==> src/rtl/mips_debug_host.sv <==
// Host-side driver for the MIPS core debug port: turns a run/halt/step/dump
// command stream into debug_en/debug_step/debug_addr activity and streams dumped registers as bytes.
module mips_debug_host #(
  parameter int SCAN_WORDS   = 64,
  parameter int READ_LATENCY = 1
) (
  input  logic        clk_i,
  input  logic        rst_i,
  input  logic        cmd_valid_i,
  output logic        cmd_ready_o,
  input  logic [1:0]  cmd_op_i,
  output logic        out_valid_o,
  input  logic        out_ready_i,
  output logic [7:0]  out_data_o,
  output logic        busy_o,
  output logic        debug_en_o,
  output logic        debug_step_o,
  output logic [6:0]  debug_addr_o,
  input  logic [31:0] debug_data_i,
  output logic [2:0]  dbg_state_o
);

  // Handshakes: a command transfers when cmd_valid_i && cmd_ready_o at a rising
  // edge; a byte transfers when out_valid_o && out_ready_i. Once raised,
  // out_valid_o and out_data_o hold until the byte transfers, and out_valid_o
  // never depends on out_ready_i in the same cycle.

  typedef enum logic [2:0] {
    S_IDLE    = 3'd0,
    S_PULSE   = 3'd1,
    S_SETTLE  = 3'd2,
    S_CAPTURE = 3'd3,
    S_EMIT    = 3'd4,
    S_DONE    = 3'd5
  } state_e;

  localparam logic [1:0] OP_RUN  = 2'b00;
  localparam logic [1:0] OP_HALT = 2'b01;
  localparam logic [1:0] OP_STEP = 2'b10;
  localparam logic [1:0] OP_DUMP = 2'b11;

  localparam logic [6:0] LAST_ADDR   = 7'(SCAN_WORDS - 1);
  localparam logic [2:0] SETTLE_LAST = 3'((READ_LATENCY == 0) ? 0 : READ_LATENCY - 1);
  // With zero read latency the address change is usable at once, so skip SETTLE.
  localparam state_e     AFTER_ADDR  = (READ_LATENCY == 0) ? S_CAPTURE : S_SETTLE;

  state_e      state_q;
  logic        cmd_ready_q;
  logic        busy_q;
  logic        out_valid_q;
  logic [7:0]  out_data_q;
  logic        debug_en_q;
  logic        debug_step_q;
  logic [6:0]  debug_addr_q;
  logic        saved_en_q;
  logic [2:0]  settle_cnt_q;
  logic [2:0]  byte_idx_q;
  logic [31:0] shadow_q;

  always_ff @(posedge clk_i) begin
    if (rst_i) begin
      state_q      <= S_IDLE;
      cmd_ready_q  <= 1'b1;
      busy_q       <= 1'b0;
      out_valid_q  <= 1'b0;
      out_data_q   <= 8'h00;
      debug_en_q   <= 1'b1;
      debug_step_q <= 1'b0;
      debug_addr_q <= 7'd0;
      saved_en_q   <= 1'b1;
      settle_cnt_q <= 3'd0;
      byte_idx_q   <= 3'd0;
      shadow_q     <= 32'h0;
    end else begin
      case (state_q)
        S_IDLE: begin
          if (cmd_valid_i) begin
            case (cmd_op_i)
              OP_RUN:  debug_en_q <= 1'b0;
              OP_HALT: debug_en_q <= 1'b1;
              OP_STEP: begin
                // A step only means something to a halted core, so halt it too.
                debug_en_q   <= 1'b1;
                debug_step_q <= 1'b1;
                busy_q       <= 1'b1;
                cmd_ready_q  <= 1'b0;
                state_q      <= S_PULSE;
              end
              OP_DUMP: begin
                saved_en_q   <= debug_en_q;
                debug_en_q   <= 1'b1;
                debug_addr_q <= 7'd0;
                settle_cnt_q <= 3'd0;
                busy_q       <= 1'b1;
                cmd_ready_q  <= 1'b0;
                state_q      <= AFTER_ADDR;
              end
              default: ;
            endcase
          end
        end

        S_PULSE: begin
          debug_step_q <= 1'b0;
          busy_q       <= 1'b0;
          cmd_ready_q  <= 1'b1;
          state_q      <= S_IDLE;
        end

        S_SETTLE: begin
          if (settle_cnt_q == SETTLE_LAST) begin
            state_q <= S_CAPTURE;
          end else begin
            settle_cnt_q <= settle_cnt_q + 3'd1;
          end
        end

        S_CAPTURE: begin
          shadow_q    <= debug_data_i;
          byte_idx_q  <= 3'd0;
          out_data_q  <= {1'b0, debug_addr_q};
          out_valid_q <= 1'b1;
          state_q     <= S_EMIT;
        end

        S_EMIT: begin
          if (out_ready_i) begin
            if (byte_idx_q == 3'd4) begin
              out_valid_q <= 1'b0;
              out_data_q  <= 8'h00;
              if (debug_addr_q == LAST_ADDR) begin
                state_q <= S_DONE;
              end else begin
                debug_addr_q <= debug_addr_q + 7'd1;
                settle_cnt_q <= 3'd0;
                state_q      <= AFTER_ADDR;
              end
            end else begin
              // Shadow shifts left so its top byte is always the next to send.
              out_data_q <= shadow_q[31:24];
              shadow_q   <= {shadow_q[23:0], 8'h00};
              byte_idx_q <= byte_idx_q + 3'd1;
            end
          end
        end

        S_DONE: begin
          debug_en_q   <= saved_en_q;
          debug_addr_q <= 7'd0;
          busy_q       <= 1'b0;
          cmd_ready_q  <= 1'b1;
          state_q      <= S_IDLE;
        end

        default: begin
          state_q     <= S_IDLE;
          busy_q      <= 1'b0;
          cmd_ready_q <= 1'b1;
        end
      endcase
    end
  end

  assign cmd_ready_o  = cmd_ready_q;
  assign busy_o       = busy_q;
  assign out_valid_o  = out_valid_q;
  assign out_data_o   = out_data_q;
  assign debug_en_o   = debug_en_q;
  assign debug_step_o = debug_step_q;
  assign debug_addr_o = debug_addr_q;
  assign dbg_state_o  = state_q;

endmodule

==> config.mk <==
export PLATFORM = sky130hd
export DESIGN_NAME = mips_debug_host
export DESIGN_NICKNAME = d
export VERILOG_FILES = /design/src/rtl/mips_debug_host.sv
export SDC_FILE = /design/constraint.sdc
export NUM_CORES = 1
export LEC_CHECK = 0
export BUFFER_PORTS_ARGS = -buffer_cell sky130_fd_sc_hd__buf_2
export CORE_ASPECT_RATIO = 1.4
export CORE_MARGIN = 4
export CORE_UTILIZATION = 59
export DETAILED_ROUTE_END_ITERATION = 6
export GPL_ROUTABILITY_DRIVEN = 0
export GPL_TIMING_DRIVEN = 0
export HOLD_SLACK_MARGIN = 0.06
export PLACE_DENSITY = 0.85
export SETUP_SLACK_MARGIN = 0.3
export SYNTH_ARGS = -nofsm -noshare
export SYNTH_HDL_FRONTEND = slang
export SYNTH_SLANG_ARGS = --single-unit
==> constraint.sdc <==
create_clock -name clk_i -period 3.5 [get_ports clk_i]
set_input_delay 0.525 -clock clk_i [delete_from_list [all_inputs] [get_ports clk_i]]
set_output_delay 0.525 -clock clk_i [all_outputs]
set_load 0.01 [all_outputs]
==> results of run 1 <==
[per-stage QoR]
stage                     setup slack (ps)  power (mW)
after CTS                             1470        1.46
after global routing                  1270        1.50
after floorplan                       1790       0.785
after detailed placement              1480       0.828
final                                 1430        1.45
after global placement                1560       0.825
[cells by family after synthesis]
logic type,after synthesis,share of synthesized area
compound gates,121,0.274
fa+ha+maj,5,0.0208
buf+inv,39,0.0623
flops,62,0.412
mux,5,0.0166
simple gates,139,0.214
[cell usage after synthesis (all sizes together), types with 2 or more instances]
library cell	count
a21oi	45
nand4	3
or3	3
o22ai	3
a21o	3
nand2	80
a32o	2
or3b	3
or2	2
nor4b	2
a311oi	34
nand3	13
ha	5
o21ai	16
nor2b	4
o21ba	2
nand2b	3
inv	8
a211oi	3
nor2	21
a31oi	2
buf	15
dfxtp	62
a221o	2
mux2i	5
clkbuf	16
[tightest hold or removal path: stages]
cell and delay (ps):
buf_2 90, nand2_1 40, a21oi_1 50
[routing by layer]
layer	global-route usage	up-vias
met1	0.332	1393
met2	0.433	103
met3	0.0607	19
met5	0	-
li1	-	1493
met4	0.146	0
[worst paths after layout]
path / start / to / slack [ps] / depth (start not counted)
worst max-delay path: byte_idx_q[0] / shadow_q[10] / 1430 / 8
worst min-delay path: debug_data_i[3] / shadow_q[3] / 410 / 3
worst max register to register: byte_idx_q[0] / shadow_q[10] / 1430 / 8
worst min register to register: out_data_o[7] / out_data_o[7] / 470 / 2
[cell usage in the layout (no fill, tap or decap), types with 4 or more instances in the layout]
cell,count
inv_1,8
clkbuf_8,11
clkbuf_1,16
a311oi_1,34
o21ai_0,16
buf_2,70
dfxtp_1,62
mux2i_1,5
ha_1,5
nor2_1,18
nand3_1,13
nand2_1,80
a21oi_1,45
nor2b_1,4
[area by class of cell]
type                       instances  area, um^2
fill                             384        1290
clock inverter                     4        45.0
inverter                           8        30.0
tap                               64        80.1
sequential                        62        1240
buffer                            31         158
timing repair buffer              59         295
clock buffer                      12         155
multi-input combinational        270        1580
[where the power goes]
part	internal, mW	leakage [nW]	switching [mW]
sequential	0.713	0.500	0.00507
combinational	0.0392	0.801	0.0559
clock	0.364	0.106	0.272
[flip-flops by register name (all words and copies together) (netlist names)]
name and flops:
debug_en_o 1, shadow_q 32, saved_en_q 1, byte_idx_q 3, busy_o 1, out_data_o 8, cmd_ready_o 1, settle_cnt_q 3
dbg_state_o 3, debug_addr_o 7, debug_step_o 1, out_valid_o 1
==> results.ini, run 1 <==
[critical_path]
cp_data_arrival_time_ps=2310
critPathTopFamily=buffers and inverters
cp-start-kind=flip-flop
cpPeakStageDelay_ps=360
critical_path_class=flip-flop to flip-flop
path_cells=inv_1, ha_1, nand2_1, clkbuf_1, a21o_2, buf_2, a21oi_1, a311oi_1
slowest_stage=dfxtp_1
crit_required_ps=3740
worstPathBufferInverterCount=3
cp_max_fo=10
setup.worst_path.end_class=flip-flop

[die]
die-width_um=68.4
initial_utilization=0.617
core_um2=4880
dieArea_um2=6330
num_io_pins=61
die_h_um=92.5
rows=30

[cells_and_area]
final_nets=484
antenna_cells=0
post-route-util=0.735
final_cells=510
drive_gt1_frac=0.224
fin_area_um2=3590
area_growth_pct=19.1

[clock_tree]
max-clock-path-buffers=2
clk_pin_slew_ps=70
cts_sinks=62
cts_tree=built
cts_hold_buf=0
cts_made_buffers=9
htree_levels=3
cts-root-buf=clkbuf_8
post_cts_buffers=0
clock_insertion_delay_worst_skew_ps=340
ctsResizeCount=0

[timing]
tns_ps=0
relSlewSlack=0.600
worst_slew_pin_slew_ps=600
min_period_ps=2070
timing.final.setup_violations=0
slew_viol_final=0
rsz0062_at_grt=no
max_freq_mhz=484
holdWs_ps=415
hold_viol=0
skew_ps=8.04
min_period_over_period=0.590

[detailed_routing]
wl_per_cell_um=15.7
dr_wl_met2_um=4020
vias=3008
highest_layer=met4
via_per_inst=5.90
dr.first_iter.drc_count=183
wl_met3_um=519
routed_wl_um=8000
drc=0
first_pass_iters=4
m1WireLength_um=3220
ant_nets=0

[synth]
yosys-top-cells-area=dfxtp_1, nand2_1, a311oi_1, a21oi_1, o21ai_0
synth_area_um2=3010
async_reset_ff_frac=0
yosysSeqAreaShare=0.412
synth-main-ff-cell=dfxtp_1
synth_edf_count=0
yosys_warnings=0
synth-seq-cells=62
synthCells=371
synthDistinctLibCells=48
syn_avg_cell_area_um2=8.12
synth_fp_nets=414
synth_top_cell_area_share=0.412
synth_top_area_cell=dfxtp_1

[status]
status=finished clean

[power]
power.density_nw_per_um2=404
leakagePower_nw=1.41
ir_drop_mv=0.322

[grt]
grt_max_degree=11
grt_util_all_layers=0.272
grt.overflow.total=0
grt_pass1_vias=2868
grt_first_pass_wirelength_um=13200
grt_antenna_before_repair=0

[run]
cap_violations=0

[place]
place_hpwl_um=5860
place_inst=494
place_area_um2=3390
io_buffers=59

[min_path]
hold_class=primary input to flip-flop

Power figures use the tool's default switching activity.
==> inputs of run 2 (changes only) <==
Settings changed: ABC_AREA set to 1, CORE_UTILIZATION 59 to 49, PLACE_DENSITY 0.85 to 0.75.
Clock period 3.5 ns to 1.7 ns, I/O delays scaled along.
==> run 2 against run 1 <==
Register-to-register slack lost 1200 ps; clock power rose by 110%; routed wire length increased by 8.4%; maximum frequency grew 40%; global-route usage fell by 4.2 points; hold slack worse by 270 ps; via count is 4.9% higher; die area rose by 21%; sequential power increased by 110%; non-clock buffer count rose by 11; sequential share of layout area is 4.3 points lower; setup slack lost 1200 ps; largest power group unchanged.
==> results.ini, run 2 <==
[status]
status=finished clean

[cells_and_area]
drive_gt1_frac=0.320
largest_register_ffs=32
antenna_cells=0
final_common_cell=nand2_1
post-route-util=0.695
fill_cells=485
top_register=shadow_q
area_growth_pct=35.0
final_nets=576
layout_common_cells=nand2_1, buf_2, dfxtp_1

[synth]
synth_edf_count=0
synthCells=442
yosys_warnings=0
synth_area_um2=3080
synthDistinctLibCells=29
synth-seq-cells=62
syn_avg_cell_area_um2=6.97
synth_top_area_cell=dfxtp_1
yosysMostFrequentCell=nand2_1
synth_fp_nets=485
async_reset_ff_frac=0
synth-main-ff-cell=dfxtp_1
ys_top_cells_by_count=nand2_1, dfxtp_1, nor2_1
yosys-top-cells-area=dfxtp_1, nand2_1, nor2_1, a21oi_1, o21ai_1
yosysSeqAreaShare=0.403
synth_top_cell_area_share=0.403

[die]
die-width_um=75.0
core_um2=5990
rows=33
num_io_pins=61
die_h_um=102
initial_utilization=0.515
dieArea_um2=7640

[min_path]
hold_start=rst_i
hold_class=primary input to flip-flop

[critical_path]
rr_worst_depth=10
cp_max_fo=8
path_cells=buf_6, nor2_4, buf_12, nand3_2, nand2_2, inv_2, nor2_4, buf_12, nand3_1, a21oi_1
crit_end=debug_addr_o[1]
critical_path_class=flip-flop to flip-flop
rr_startpoint=dbg_state_o[0]
critPathTopFamily=simple AND/OR/NAND/NOR gates
cpPeakStageDelay_ps=330
slowest_stage=dfxtp_2
cp.depth=10
cp_data_arrival_time_ps=1750
crit_start=dbg_state_o[0]
r2r_slack_ps=230
worstPathBufferInverterCount=4
crit_required_ps=1970
setup.worst_path.end_class=flip-flop
cp-start-kind=flip-flop
regToRegEndpoint=debug_addr_o[1]

[timing]
hold_viol=0
skew_ps=12.0
timing.final.setup_violations=0
slew_viol_final=0
holdWs_ps=144
relSlewSlack=0.593
min_period_over_period=0.867
min_period_ps=1470
rsz0062_at_grt=yes
tns_ps=0
worst_slew_pin_slew_ps=610
max_freq_mhz=679

[clock_tree]
cts_made_buffers=9
htree_levels=3
clk_pin_slew_ps=70
cts-root-buf=clkbuf_8
cts_sinks=62
max-clock-path-buffers=2
cts_hold_buf=0
clock_insertion_delay_worst_skew_ps=350
cts_tree=built

[power]
swShare=0.264
power_switching_mw=0.864
power.density_nw_per_um2=788
seqPwrFrac=0.459
intPower_mw=2.41
power_frac_comb=0.132
p_total_mw=3.28
clock_power_share=0.409
ir_drop_mv=0.613
leakagePower_nw=1.88

[detailed_routing]
wl_per_cell_um=14.3
routed_wl_um=8670
dr.first_iter.drc_count=131
vias=3155
ant_nets=0
drc=0
via_per_inst=5.19
first_pass_iters=4

[run]
cap_violations=0

[place]
io_buffers=60
place_hpwl_um=5830

[grt]
grt_util_all_layers=0.231
grt.overflow.total=0
grt_max_degree=11
grt_first_pass_wirelength_um=13500
grt_antenna_before_repair=0
grt_pass1_vias=3072

==> run 2: changes by cell type after synthesis, sizes merged, moves of 15 or more <==
cell,change
nor2,+43
o21ai,+31
nand2,+46
inv,+26
nand3,+15
a311oi,-34
==> run 2: stage by stage <==
stage | area, um^2 | worst slack [ps] | std cells
after global routing | 4160 | 128 | 608
after CTS | 3960 | 275 | 602
final | 4160 | 227 | 608
after detailed placement | 3500 | 52.9 | 572
after floorplan | 3120 | 288 | 442
after global placement | 3500 | 70.4 | 572
==> run 2: what timing repair did <==
item / CTS / global route
hold endpoints to repair: 0 / 0
cloned: 2 / 0
buffers inserted: 12 / 6
pin swaps: 7 / 16
endpoints found under the setup margin: 62 / 60
resized for setup: 43 / 40
==> run 2: power by group through the flow <==
stage | logic [mW] | registers [mW] | clock network, mW
2_1_floorplan | 0.223 | 1.55 | 0
3_3_place_gp | 0.342 | 1.54 | 0
3_5_place_dp | 0.347 | 1.54 | 0
4_1_cts | 0.391 | 1.51 | 1.33
5_1_grt | 0.477 | 1.51 | 1.41
6_report | 0.432 | 1.50 | 1.34
==> run 2: cell type report <==
type	instances	area, um^2	area share
multi-input combinational	325	1770	0.425
sequential	62	1260	0.303
timing repair buffer	80	480	0.116
buffer	21	210	0.0505
clock buffer	12	155	0.0373
inverter	34	153	0.0367
tap	70	87.6	0.0211
clock inverter	4	45.0	0.0108
==> run 2: logic make-up (layout without fill, tap and decap cells) <==
group,after synthesis,in the layout,share of synthesized area
AO/OA/AOI/OAI,96,96,0.160
flip-flops,62,62,0.403
buffers and inverters,55,151,0.0970
AND/OR/NAND/NOR,221,221,0.312
adder cells (fa/ha/maj),5,5,0.0203
XOR/XNOR,3,3,0.00853
==> run 2: worst reg2reg max path, delay by kind of cell, from the launching register on <==
| kind | cells | cell delay, ps |
|---|---|---|
| and+or+nand+nor | 5 | 500 |
| buffers and inverters | 4 | 420 |
| AOI/OAI and AO/OA | 1 | 140 |
| DFF | 1 | 330 |
==> run 2: per-layer routing <==
layer  wire length, um  vias to the layer above  global-route usage
met5                 0                        -                   0
met4               278                        0               0.126
met3               410                       23              0.0404
met2              4390                       84               0.409
met1              3590                     1436               0.253
li1                  -                     1612                   -
==> run 2: how the worst min path moves through the flow <==
stage / slack [ps] / end / cells after the start
CTS: 150 / byte_idx_q[0] / 2
floorplan: 320 / byte_idx_q[0] / 1
finish: 140 / byte_idx_q[0] / 2
global route: 150 / byte_idx_q[0] / 2
global placement: 440 / shadow_q[17] / 2
detailed placement: 440 / shadow_q[20] / 2
==> inputs of run 3 (changes only) <==
Settings changed: ABC_AREA 1 to unset, CELL_PAD_IN_SITES_DETAIL_PLACEMENT set to 0, CELL_PAD_IN_SITES_GLOBAL_PLACEMENT set to 1, CORE_UTILIZATION 49 to 40, PLACE_DENSITY 0.75 to unset, PLACE_DENSITY_LB_ADDON set to 0.1.
Clock period 1.7 ns to 1.41 ns, I/O delays scaled along.
==> run 3 against run 2 <==
Critical path depth shrank 3; global-route usage is 1.9 points lower; the flow now finishes with violations (setup timing); via count rose by 1.4%; clock-buffer cell count down 1.
==> results.ini, run 3 (synthesis results as in run 1) <==
[status]
status=finished with violations
violations=setup timing

[detailed_routing]
wl_per_cell_um=17.3
m1WireLength_um=4180
dr.first_iter.drc_count=175
wl_met3_um=541
dr_wl_met2_um=5140
vias=3198
highest_layer=met4
routed_wl_um=10000
first_pass_iters=4
ant_nets=0
drc=0
via_per_inst=5.53

[power]
power.density_nw_per_um2=770
intPower_mw=2.58
power_frac_comb=0.089
ir_drop_mv=0.620
leakagePower_nw=1.76
power_switching_mw=0.936
p_total_mw=3.51
clock_power_share=0.407
seqPwrFrac=0.504
swShare=0.266

[min_path]
min_to=shadow_q[4]
hold_start=debug_data_i[4]
hold_path_depth=3
hold_class=primary input to flip-flop

[clock_tree]
cts_hold_buf=0
cts-root-buf=clkbuf_8
cts_tree=built
clock_insertion_delay_worst_skew_ps=350
htree_levels=3
max-clock-path-buffers=2
clk_pin_slew_ps=70
cts_sinks=62
cts_made_buffers=9

[critical_path]
cp-start-kind=flip-flop
cp_max_fo=6
setup.worst_path.end_class=flip-flop
cpPeakStageDelay_ps=390
cp_data_arrival_time_ps=1900
critical_path_class=flip-flop to flip-flop
slowest_stage=or3b_4
r2r_slack_ps=-240
path_cells=buf_6, or3b_4, buf_8, nor2_8, nor2_4, buf_6, a311oi_2
crit_start=dbg_state_o[2]
critPathTopFamily=simple AND/OR/NAND/NOR gates
regToRegEndpoint=shadow_q[31]
cp.depth=7
worstPathBufferInverterCount=3
cp_common_cell=buf_6
crit_required_ps=1670
rr_startpoint=dbg_state_o[2]
rr_worst_depth=7

[die]
core_um2=7360
die-width_um=81.3
rows=37
initial_utilization=0.409
num_io_pins=61
dieArea_um2=9000
die_h_um=111

[grt]
grt_max_degree=12
grt_pass1_vias=2986
grt_first_pass_wirelength_um=14800
grt_antenna_before_repair=0
grt.overflow.total=0
grt_util_all_layers=0.212

[place]
place_inst=527
io_buffers=59
place_hpwl_um=6540
post-place-ws_ps=-369

[cells_and_area]
fill_cells=675
final_common_cell=nand2_1
largest_register_ffs=32
final_nets=519
seqCellArea_um2=1280
layout_common_cells=nand2_1, buf_2, dfxtp_1
top_register=shadow_q
multi_input_area_um2=1950
drive_gt1_frac=0.453
final_cells=578
area_growth_pct=51.6
antenna_cells=0

[timing]
setup_ws_ps=-236
slew_viol_final=0
min_period_ps=1650
min_period_over_period=1.17
max_freq_mhz=608
hold_viol=0
rsz0062_at_grt=yes
skew_ps=9.72
worst_slew_pin_slew_ps=740
relSlewSlack=0.507
timing.final.setup_violations=55

[run]
cap_violations=0

run 3: how the worst max path moves through the flow:
stage	to
5_1_grt	shadow_q[31]
2_1_floorplan	settle_cnt_q[1]
3_5_place_dp	shadow_q[14]
3_3_place_gp	dbg_state_o[1]
6_report	shadow_q[31]
4_1_cts	shadow_q[31]
run 3: metal layers:
metal,up-vias,global-route usage
li1,1562,-
met1,1527,0.273
met2,94,0.342
met3,15,0.0350
met4,0,0.0879
met5,-,0
run 3: through the flow:
step / TNS (ps) / util / cell area [um^2] / hold slack [ps]
2_1_floorplan: -3420 / - / 3200 / 348
3_3_place_gp: -15470 / 0.491 / 3610 / 447
3_5_place_dp: -14980 / 0.491 / 3610 / 453
4_1_cts: -7710 / 0.569 / 4190 / 84.0
5_1_grt: -11030 / 0.620 / 4570 / 90.1
6_report: -7770 / 0.620 / 4570 / 89.5
run 3: what timing repair did:
action / in CTS / in global routing
resized for setup: 71 / 50
setup buffers: 17 / 11
pin swaps: 12 / 18
cloned: 3 / 4
hold endpoints to repair: 0 / 0
setup endpoints to repair: 69 / 69
run 3: area by class of cell:
cell class / instances / area share
Buffer: 31 / 0.0748
Clock buffer: 11 / 0.0310
Clock inverter: 5 / 0.00713
Inverter: 8 / 0.00658
Multi-Input combinational cell: 270 / 0.428
Sequential cell: 62 / 0.280
Tap cell: 97 / 0.0266
Timing Repair Buffer: 94 / 0.146
run 3: worst register-to-register path, cell delays in order (launching register included):
cell	delay (ps)
dfxtp_2	350
buf_6	110
or3b_4	390
buf_8	150
nor2_8	90
nor2_4	80
buf_6	140
a311oi_2	250
run 3: power groups by stage:
stage	Clock, mW	Combinational [mW]	Sequential [mW]
2_1_floorplan	0	0.136	1.82
3_3_place_gp	0	0.249	1.82
3_5_place_dp	0	0.250	1.82
4_1_cts	1.46	0.289	1.77
5_1_grt	1.54	0.337	1.77
6_report	1.43	0.314	1.77
